## src/rtl/move_digit_ctrl.sv

```systemverilog
// Bouncing-digit motion controller: slides a digit between the display walls,
// pausing at each wall and advancing the shown BCD value on every arrival.
module move_digit_ctrl #(
    parameter int unsigned OLED_WIDTH  = 96,
    parameter int unsigned DIGIT_WIDTH = 16,
    parameter int unsigned TICK_DIV    = 1800000,
    parameter int unsigned PAUSE_TICKS = 8,
    parameter int unsigned BASE_Y      = 20,
    parameter int unsigned START_VALUE = 0
) (
    input  logic       clk,
    input  logic       reset,
    input  logic       en,
    input  logic       restart,
    output logic [6:0] base_x,
    output logic [6:0] base_y,
    output logic [3:0] value,
    output logic       moving,
    output logic       bounce
);

    localparam int unsigned CW = (TICK_DIV > 2) ? $clog2(TICK_DIV) : 1;
    localparam int unsigned PW = $clog2(PAUSE_TICKS + 1);
    localparam logic [6:0]    MAX_X      = 7'(OLED_WIDTH - DIGIT_WIDTH);
    localparam logic [CW-1:0] TICK_LAST  = CW'(TICK_DIV - 1);
    localparam logic [PW-1:0] PAUSE_LAST = PW'(PAUSE_TICKS - 1);
    localparam logic [3:0]    START_BCD  = 4'(START_VALUE);

    typedef enum logic [2:0] {
        IDLE,
        MOVE_R,
        PAUSE_R,
        MOVE_L,
        PAUSE_L
    } state_t;

    state_t        state;
    logic [CW-1:0] prescale;
    logic [PW-1:0] pause_cnt;
    logic          tick;
    logic [3:0]    next_value;

    assign base_y = 7'(BASE_Y);

    always_comb begin
        tick       = en && (state != IDLE) && (prescale == TICK_LAST);
        next_value = (value == 4'd9) ? 4'd0 : value + 4'd1;
    end

    always_ff @(posedge clk) begin
        if (!reset || restart) begin
            state     <= IDLE;
            base_x    <= '0;
            value     <= START_BCD;
            moving    <= 1'b0;
            bounce    <= 1'b0;
            prescale  <= '0;
            pause_cnt <= '0;
        end else begin
            bounce <= 1'b0;
            if (en) begin
                // Prescaler is parked at 0 while idle so the first step is a full period away.
                if (state != IDLE)
                    prescale <= tick ? '0 : prescale + CW'(1);

                case (state)
                    IDLE: begin
                        state  <= MOVE_R;
                        moving <= 1'b1;
                    end
                    MOVE_R: if (tick) begin
                        base_x <= base_x + 7'd1;
                        if (base_x == MAX_X - 7'd1) begin
                            state     <= PAUSE_R;
                            moving    <= 1'b0;
                            bounce    <= 1'b1;
                            value     <= next_value;
                            pause_cnt <= '0;
                        end
                    end
                    PAUSE_R: if (tick) begin
                        if (pause_cnt == PAUSE_LAST) begin
                            state  <= MOVE_L;
                            moving <= 1'b1;
                        end else begin
                            pause_cnt <= pause_cnt + PW'(1);
                        end
                    end
                    MOVE_L: if (tick) begin
                        base_x <= base_x - 7'd1;
                        if (base_x == 7'd1) begin
                            state     <= PAUSE_L;
                            moving    <= 1'b0;
                            bounce    <= 1'b1;
                            value     <= next_value;
                            pause_cnt <= '0;
                        end
                    end
                    PAUSE_L: if (tick) begin
                        if (pause_cnt == PAUSE_LAST) begin
                            state  <= MOVE_R;
                            moving <= 1'b1;
                        end else begin
                            pause_cnt <= pause_cnt + PW'(1);
                        end
                    end
                    default: begin
                        state  <= IDLE;
                        moving <= 1'b0;
                    end
                endcase
            end
        end
    end

endmodule

```

## config.mk

```make
export PLATFORM = sky130hd
export DESIGN_NAME = move_digit_ctrl
export DESIGN_NICKNAME = d
export VERILOG_FILES = /design/src/rtl/move_digit_ctrl.sv
export SDC_FILE = /design/constraint.sdc
export NUM_CORES = 1
export LEC_CHECK = 0
export ABC_CLOCK_PERIOD_IN_PS = 6600
export CORE_ASPECT_RATIO = 0.6
export CORE_MARGIN = 2
export CORE_UTILIZATION = 61
export DETAILED_ROUTE_END_ITERATION = 10
export PLACE_DENSITY = 0.85
export SETUP_SLACK_MARGIN = 0.02
export SYNTH_ARGS = -nofsm -noshare
export SYNTH_HDL_FRONTEND = slang
export SYNTH_SLANG_ARGS = --single-unit
```

## constraint.sdc

```tcl
create_clock -name clk -period 6.6 [get_ports clk]
set_input_delay 0.66 -clock clk [delete_from_list [all_inputs] [get_ports clk]]
set_output_delay 0.66 -clock clk [all_outputs]
set_load 0.01 [all_outputs]
```

# Word-level counts from Yosys, hierarchy flattened
# Cells that the tools add are included.
# totals
regBits	41
# classes
n_addsub	5
n_eq_ne	20
mux	38
bitwise_logic	1
reduce_logical	16
# ops
operator	count
4-bit two-way mux	11
3-bit two-way mux	8
21-bit by 1-bit adder with 21-bit output, second input constant	1
21-bit == test, second input constant	1
21-bit two-way mux	1
2-bit inequality test, second input constant	9
3-bit case mux with 5 select lines	1
7-bit two-way mux	2
7-bit case mux with 2 select lines	1
4-bit case mux with 3 select lines	1
1-bit two-way mux	10
9-bit AND reduction	1
4-bit by 1-bit adder with 4-bit output, second input constant	2
4-bit case mux with 2 select lines	1
8-bit AND reduction	1
7-bit by 1-bit adder with 7-bit output, second input constant	1
7-bit by 1-bit == test with 1-bit output, second input constant	1
7-bit == test, second input constant	1
7-bit AND reduction	1
7-bit by 1-bit subtractor with 7-bit output, second input constant	1
3-bit by 2-bit == test with 1-bit output, second input constant	2
6-bit AND reduction	1
3-bit nonzero test	2
4-bit by 3-bit == test with 1-bit output, second input constant	1
15 further kinds	18

# Depth between registers and ports, before layout
# Gate-level depths: netlist (run 1).
# logic_depth
depth_word	5
ltp_mapped	7
mapped_depth_nobuf	6

# Worst setup path before layout (run 1)
# OpenSTA, ideal clock, no wires.
# synth_timing
path_type	flip-flop to flip-flop
start	register prescale[6]
end	register moving
t_arrival_ps	2009
setup_slack_ps	4465
stages_incl_launch_ff	7
cell_sequence	dfxtp_1 or4b_4 or4_4 buf_6 o31ai_4 o211ai_2 mux2i_1
# synth_between
elab_chain_len	4
elab_cells_between_ends	6
# synth_rtl
element	line	text
from (decl)	38	logic [CW-1:0] prescale;
from (signal assigned)	64	prescale <= tick ? '0 : prescale + CW'(1);
21-bit == test *	46	tick = en && (state != IDLE) && (prescale == TICK_LAST);
1-bit logical AND *	46	
2-bit by 1-bit inequality test with 1-bit output (no line) / 2-bit inequality test (equally long branches)	--	
7-bit AND reduction (no line) *	--	
to (signal assigned)	55	moving <= 1'b0;
to (signal assigned)	69	moving <= 1'b1;
to (signal assigned)	75	moving <= 1'b0;
to (decl)	18	output logic moving,
# Every way passes the cells marked *; elsewhere a longest branch is shown, timed or not.
# A chain may end at the register's enable or synchronous reset.

# Worst setup path after layout (run 1)
# layout_timing
start	input en
end	register prescale[15]
# layout_between
elab_chain_len	3
elab_cells_between_ends	4
# layout_rtl
element	line	text
from (decl)	13	input logic en,
1-bit logical AND (2 in series)	46	
21-bit two-way mux	64	
# Several ways; a longest one is shown, not always the timed one.

==> results, run 1 <==
- Summing every instance area after synthesis gives ~2300 um^2.
- The die is just over 50 um tall.
- Across the run, the number of max-cap violations was 0.
- The cell at the root of the clock tree is clkbuf_8.
- The congestion estimate from routability-driven global placement came to roughly 0.9.
- The clock latency on the worst-skew pair is 0.30 ns.
- Power spread over the standard cell area amounts to 171 nW/um^2.
- The post-synthesis average cell area is 8.24 um^2.
- The maximum clock insertion buffer count is 2.
- The leading register cell type out of synthesis is dfxtp_1.
- The startpoint type of the worst setup path is an input pin.
- The analysis attributes to cell leakage a power of roughly 0.0008 uW.
- The maximum net fanout on the critical path is 8.
- The wire length of the first global-routing pass is roughly 8700 um.
- During I/O placement, the number of pins put on the boundary was 24.
- 0 antenna diodes ended up in the layout.
- The initial utilization of the core area, before any placement, comes to 63.1%.
- Buffers placed on the I/O ports in this run total 16.
- The worst relative slew slack is approximately a third.
- On the final layout, the worst clock skew is 0.00796 ns.
- The clock-pin transition on the worst setup and hold timing paths is roughly 0.080 ns.
- The tightest min-delay check is of the flop to flop type.
- The gate count after technology mapping is between 200 and 300.
- The critical path required time is around 6.8 ns.
- The number of buffers and inverters on the critical path is 1.
- The die covers between 4000 and 5000 um^2.
- The number of warnings printed during yosys synthesis is 0.
- Setup violations remaining at the end of the flow were counted as 0.
- The number of slew-limit violations in the final report came to 0.
- The total overflow left after global routing is 0.
- Yosys mapped the design onto 50 distinct sky130hd cell types.
- The post-route clock period utilization is 41.7%.
- The kind of cell adding the most delay to the critical path is simple AND/OR/NAND/NOR gates.
- The clock net in this run drives a total of between 40 and 50 sinks.
- The data arrival at the endpoint of the critical path is a little under 3 ns.
- The via total after detailed routing is between 2000 and 2500.
- The highest ir drop seen on vdd is between 0.0001 and 0.00015 V.
- The horizontal extent of the die is 83.4 um.
- Wires add up to around 5300 um.
- The count of routing violations after the opening detailed-route iteration is ~130.
- The number of flops mapped to enable cells by yosys is 0.
- The number of global-route vias before repair is approximately 1900.
- Post-CTS timing repair inserted 0 buffers for setup.
- Buffers inserted to repair hold after CTS numbered 0.
- The depth of the CTS H-tree is 2.
- The total count of hold-check failures in the final report was 0.
- Entering global routing, the biggest net connects 20 pins.
- The flow ran to the end, and the final reports show no timing, DRC or antenna violations.
- Walking the worst path, the cells encountered are clkdlybuf4s50_1 > o311ai_2 > nor4_1 > nand3_1 > xnor2_1 > nor2_1.
- The via count normalized by instance count is 6.11.
- In the routed design, unresolved DRC markers number 0.
- The clock period could shrink to 2.75 ns.
- The total of flip-flops plus latches after synthesis is just over 40.
- The count of cells resized by post-cts repair is 0.
- In this run the worst setup path begins at en.
- Sequential elements use 35.6% of the synthesized area.
- The number of antenna violations at the first check in global routing is 0.
- On the critical path, the stage with the largest delay is an instance of nor4_1.
- Summed over all nets, the half-perimeter wirelength after detailed placement is around 3800 um.
- The kind of critical path is input pin to flop.
- In this design, the stage delay of the slowest critical-path cell is approximately 0.91 ns.
- From synthesis to final layout, the design area changed by 9.97%.
- The antenna violation net count after detailed routing is 0.
- The core region area is between 3000 and 4000 um^2.
- The post-layout net count is 301.
- The capturing element type of the critical path is a flop.
- Based on the critical path, the design can be clocked at up to 363 MHz.
- The CTS tree is built.
- The average wire per standard cell is 15.5 um.
- The total global-route track usage is between 20% and 30%.
- The worst hold path begins at moving$_SDFFE_PP0P_.
- The share of flip-flops with an asynchronous set or reset is 0%.
- Cells with a size suffix above 1 make up 4.79% of the layout.
- Row generation in the floorplan step produced 17 rows.
- The pre-antenna-repair detailed-routing pass consisted of 4 iterations.
- The completed layout was analyzed and its total power is 433 uW.
- For the pin with the worst max-slew slack, the measured transition is around 1.0 ns.
- The setup TNS after final layout is 0 ns.
- Setup repair after global routing left no endpoint under its margin.
- The worst register-to-register path begins at prescale[6]$_SDFFE_PP0P_.
- The number of buffers inserted during clock tree synthesis is 5.
==> metrics by stage <==
step / instance area, um^2 / utilization (%) / worst slack, ns / hold slack (ns) / std cells
after floorplan: 2330 / - / 4.46 / 0.455 / 285
after global placement: 2450 / 67.0 / 3.70 / 0.446 / 332
after detailed placement: 2450 / 67.0 / 3.56 / 0.484 / 332
after CTS: 2540 / 69.4 / 3.90 / 0.494 / 339
after global routing: 2540 / 69.4 / 3.61 / 0.525 / 339
final: 2540 / 69.4 / 3.85 / 0.488 / 339
==> sequential cells by signal, summed over array words and instances (netlist names) <==
signal	flops
pause_cnt	4
moving	1
state	3
value	4
bounce	1
prescale	21
base_x	7
==> worst paths after layout <==
kind                          endpoint  slack (ns)  depth (start not counted)
max          prescale[15]$_SDFFE_PP0P_        3.85                          6
max reg2reg      state[1]$_SDFFE_PP0P_        4.22                          5
min                moving$_SDFFE_PP0P_        0.49                          2
min reg2reg        moving$_SDFFE_PP0P_        0.49                          2
==> cell usage after synthesis, types with 2 or more instances <==
cell type	count	area, um^2
a211oi_1	2	15.0
a21oi_1	14	70.1
a31oi_1	4	25.0
and2_1	5	31.3
and3_1	4	25.0
and4_1	2	17.5
buf_4	7	52.6
clkbuf_1	7	26.3
conb_1	2	7.51
dfxtp_1	41	821
ha_1	5	62.6
inv_1	9	33.8
mux2i_1	4	40.0
nand2_1	27	101
nand2b_1	2	12.5
nand3_1	12	60.1
nand3b_1	4	30.0
nand4_1	11	68.8
nand4b_1	2	17.5
nor2_1	33	124
nor2b_1	4	25.0
nor3_1	7	35.0
nor4_1	5	31.3
o21ai_0	7	35.0
o21ai_1	4	20.0
o31ai_1	2	15.0
o41ai_1	2	17.5
or3_1	5	31.3
or4_1	5	37.5
xnor2_1	10	87.6
xor2_1	13	114
==> layout make-up <==
cell class | instances | area (um^2)
clock buffer | 7 | 86.3
inverter | 9 | 33.8
fill | 305 | 1120
multi-input combinational | 219 | 1380
sequential | 41 | 821
timing repair buffer | 16 | 160
tap | 47 | 58.8
==> cells in the final DEF (no fill, tap or decap), types with 2 or more instances in the layout <==
| cell | instances |
|---|---|
| nand2b_1 | 2 |
| and4_1 | 2 |
| nand4_1 | 11 |
| a211oi_1 | 2 |
| and2_1 | 5 |
| o41ai_1 | 2 |
| nor3_1 | 7 |
| xor2_1 | 13 |
| dfxtp_1 | 41 |
| clkdlybuf4s50_1 | 16 |
| or4_1 | 5 |
| nor2b_1 | 4 |
| o31ai_1 | 2 |
| a21oi_1 | 14 |
| nor4_1 | 5 |
| nand4b_1 | 2 |
| nand3_1 | 12 |
| or3_1 | 5 |
| nand3b_1 | 4 |
| nand2_1 | 27 |
| o21ai_0 | 7 |
| o21ai_1 | 4 |
| nor2_1 | 33 |
| xnor2_1 | 10 |
| ha_1 | 5 |
| and3_1 | 4 |
| mux2i_1 | 4 |
| conb_1 | 7 |
| a31oi_1 | 4 |
| clkbuf_8 | 6 |
| inv_1 | 9 |
==> cell families (layout without fill, tap and decap cells) <==
kind of cell	count (synthesis)	after routing	share of synthesized area [%]
AOI/OAI and AO/OA	43	43	12.8
buffers and inverters	25	32	5.53
DFF	41	41	35.6
other	2	7	0.325
and+or+nand+nor	137	137	32.6
adders and majority gates	5	5	2.71
xor gates and xnor gates	23	23	8.73
muxes	4	4	1.73
==> metal layers <==
layer / GRT usage [%] / vias up / wire (um)
met5: 0 / - / 0
met4: 8.06 / 0 / 67
met2: 37.9 / 77 / 2120
met3: 9.05 / 8 / 432
met1: 36.8 / 972 / 2630
li1: - / 1014 / -
==> worst min-delay path: cells and delay by family, from the launching register on <==
family           cells  cell delay (ns)
flip-flops           1             0.31
multiplexers         1             0.06
AND/OR/NAND/NOR      1             0.06
==> power breakdown <==
group          total [uW]  internal (uW)  switching, uW
logic                16.9           4.93           12.0
clock network         167           82.9           84.3
registers             249            248           1.27
total                 433            336           97.5
No activity file was read; power rests on OpenSTA's default activity.
==> inputs of run 2 (changes only) <==
ABC_CLOCK_PERIOD_IN_PS = 2900   (was 6600)
CORE_UTILIZATION = 56   (was 61)
PLACE_DENSITY = 0.79   (was 0.85)
clock period = 2.9 ns   (was 6.6 ns; I/O delays follow)
==> results, run 2 (synthesized netlist as in run 1, its figures left out) <==
- The count of cells resized by post-cts repair is 0.
- The synthesis-to-finish area growth is 11.8%.
- The final worst clock skew is between 0.003 and 0.004 ns.
- In this run the worst path has a maximum fanout of 5.
- The CTS tree is built.
- The kind of cell adding the most delay to the critical path is simple AND/OR/NAND/NOR gates.
- The antenna violation net count after detailed routing is 0.
- The total congestion overflow after global routing is 0.
- The total global-route track usage is between 20% and 30%.
- The flow ran to the end, and the final reports show no timing, DRC or antenna violations.
- The sequential cell area in the final layout is about 820 um^2.
- After the last flow step, the layout net total stands at 306.
- Setup total negative slack on the finished layout was measured at 0 ns.
- The number of flip-flops in the largest register is 21.
- The number of global-route vias before repair is around 1700.
- The post-cts hold buffer count is 0.
- The tool flagged a number of max-cap violations equal to 0.
- For this design the static power due to leakage is between 0.0008 and 0.0009 uW.
- The number of antenna violations at the first check in global routing was 0.
- The post-route clock period utilization is slightly below 80%.
- The later pin in the worst-skew pair is clocked with a latency of 0.29 ns.
- The highest-delay cell along the critical path is or4b_4.
- At the worst endpoint, the required time is ~3.1 ns.
- The number of slew-limit violations in the final report is 0.
- The area after detailed placement is ~2500 um^2.
- The final critical path time including I/O delays and setup is around 2.3 ns.
- Derived from the worst setup path, the maximum achievable clock frequency is about 440 MHz.
- The depth of the CTS H-tree is 2.
- The number of setup buffers added after CTS is 0.
- The library cells used most frequently in the layout, excluding fill and tap cells, are dfxtp_1 (41), nor2_1 (33), nand2_1 (27), clkdlybuf4s50_1 (16), a21oi_1 (14).
- The number of buffers inserted during clock tree synthesis is 5.
- The footprint of the multi-input gates is between 1000 and 1500 um^2.
- Ranked by flip-flop count, first place goes to prescale.
- The remaining design rule violation count is 0.
- The detailed router finished its first iteration with 123 violations.
- The highest ir drop seen on vdd is between 0.0002 and 0.0003 V.
- In this design, the stage delay of the slowest critical-path cell is 0.57 ns.
- From left edge to right edge, the die measures roughly 87 um.
- Tracing the worst setup path back leads to its startpoint at prescale[6]$_SDFFE_PP0P_.
- The clock drives just over 40 sinks.
- In the final layout, the registers with the most flip-flops are prescale (21), base_x (7).
- The first detailed-routing pass ran for 4 iterations.
- The startpoint identified for the worst register-to-register timing path is prescale[6]$_SDFFE_PP0P_.
- The transition time at the pin with the least slew margin is around 0.75 ns.
- The total count of hold-check failures in the final report was 0.
- Entering global routing, the biggest net connects 20 pins.
- The floorplan step defined a core boundary enclosing 4030 um^2.
- The number of top-level pins is 24.
- The overall die area is around 4700 um^2.
- The first global-routing pass estimated between 8000 and 9000 um of wire.
- The count of fill cells added during filler insertion is 348.
- Setup repair after global routing left no endpoint under its margin.
- The total power draw is 985 uW.
- Port buffering added 16 buffers.
- In the final routed layout, each cell accounts on average for 15.1 um.
- Power spread over the standard cell area amounts to 382 nW/um^2.
- STA classifies the critical path startpoint as a flop.
- The layout cell share with drive strength beyond 1 is under 10%.
- The maximum clock insertion buffer count is 2.
- In this run the tightest slew margin relative to its limit is around 50%.
- The summed area of non-filler cells in the final layout is between 2000 and 3000 um^2.
- Setup violations remaining at the end of the flow were counted as 0.
- The final estimated routing congestion in global placement is 0.891.
- The sum of buffers and inverters on the critical path is 0.
- The worst setup path is captured at a flop.
- The overall die height is 53.7 um.
- Once the floorplan was initialized, standard cells occupied 57.3% of the core.
- The data arrival at the endpoint of the critical path is 2.51 ns.
- The critical path is of the flop to flop type.
- After floorplanning, the core was divided into 18 placement rows.
- The number of antenna diodes in the final layout is 0.
- Traced cell by cell, the critical path runs through or4b_4 > nor4_1 > nand2_1 > or4_1 > a21oi_1.
- The commonest non-fill, non-tap cell in the layout is dfxtp_1.
- After clock tree synthesis, the clock-pin slew on the worst setup and hold paths is 0.08 ns.
- Summed over all layers, the routed wires come to roughly 5200 um.
- The via total after detailed routing is approximately 2100.
- The type of the tightest min-delay check is flop to flop.
- The via count normalized by instance count is approximately 6.
- The detailed placement HPWL is 3810 um.
- The worst hold path begins at moving$_SDFFE_PP0P_.
- The cell at the root of the clock tree is clkbuf_8.
==> run 2: cell count changes in the layout (fill, tap and decap cells not counted), sizes merged <==
| cell | delta |
|---|---|
| buf | +5 |
==> run 2: final cells by class <==
| type | instances | area share [%] |
|---|---|---|
| inverter | 9 | 1.31 |
| clock buffer | 7 | 3.35 |
| multi-input combinational | 219 | 53.4 |
| tap | 50 | 2.42 |
| sequential | 41 | 31.8 |
| timing repair buffer | 21 | 7.66 |
==> run 2: final timing paths <==
kind	endpoint	slack [ns]	cells past startpoint
max	base_x[4]$_SDFFE_PP0P_	0.61	5
min	moving$_SDFFE_PP0P_	0.46	2
max reg2reg	base_x[4]$_SDFFE_PP0P_	0.61	5
min reg2reg	moving$_SDFFE_PP0P_	0.46	2
==> run 2: where the power goes <==
| group | leakage [uW] | internal (uW) | switching, uW |
|---|---|---|---|
| combinational | 0.000441 | 13.0 | 28.0 |
| clock | 0.0000443 | 189 | 188 |
| sequential | 0.000330 | 564 | 2.63 |
==> run 2: stage by stage <==
step                      utilization [%]  worst slack (ns)  std cells  hold slack, ns
after floorplan                         -             0.765        285           0.455
after global placement               61.9             0.583        340           0.450
after detailed placement             61.9             0.515        340           0.451
after CTS                            64.0             0.621        347           0.465
after global routing                 64.0             0.414        347           0.518
final                                64.0             0.607        347           0.461
==> run 2: worst reg2reg max path, stage by stage (launching register included) <==
cell and delay (ns):
dfxtp_1 0.37, or4b_4 0.57, nor4_1 0.40, nand2_1 0.20
or4_1 0.52, a21oi_1 0.16
==> run 2: per-layer routing <==
layer	GRT usage, %	vias up	share of wire [%]
met2	31.6	81	39
li1	-	1018	-
met3	7.52	5	8.3
met4	7.29	0	0.65
met5	0	-	0
met1	37.2	973	52
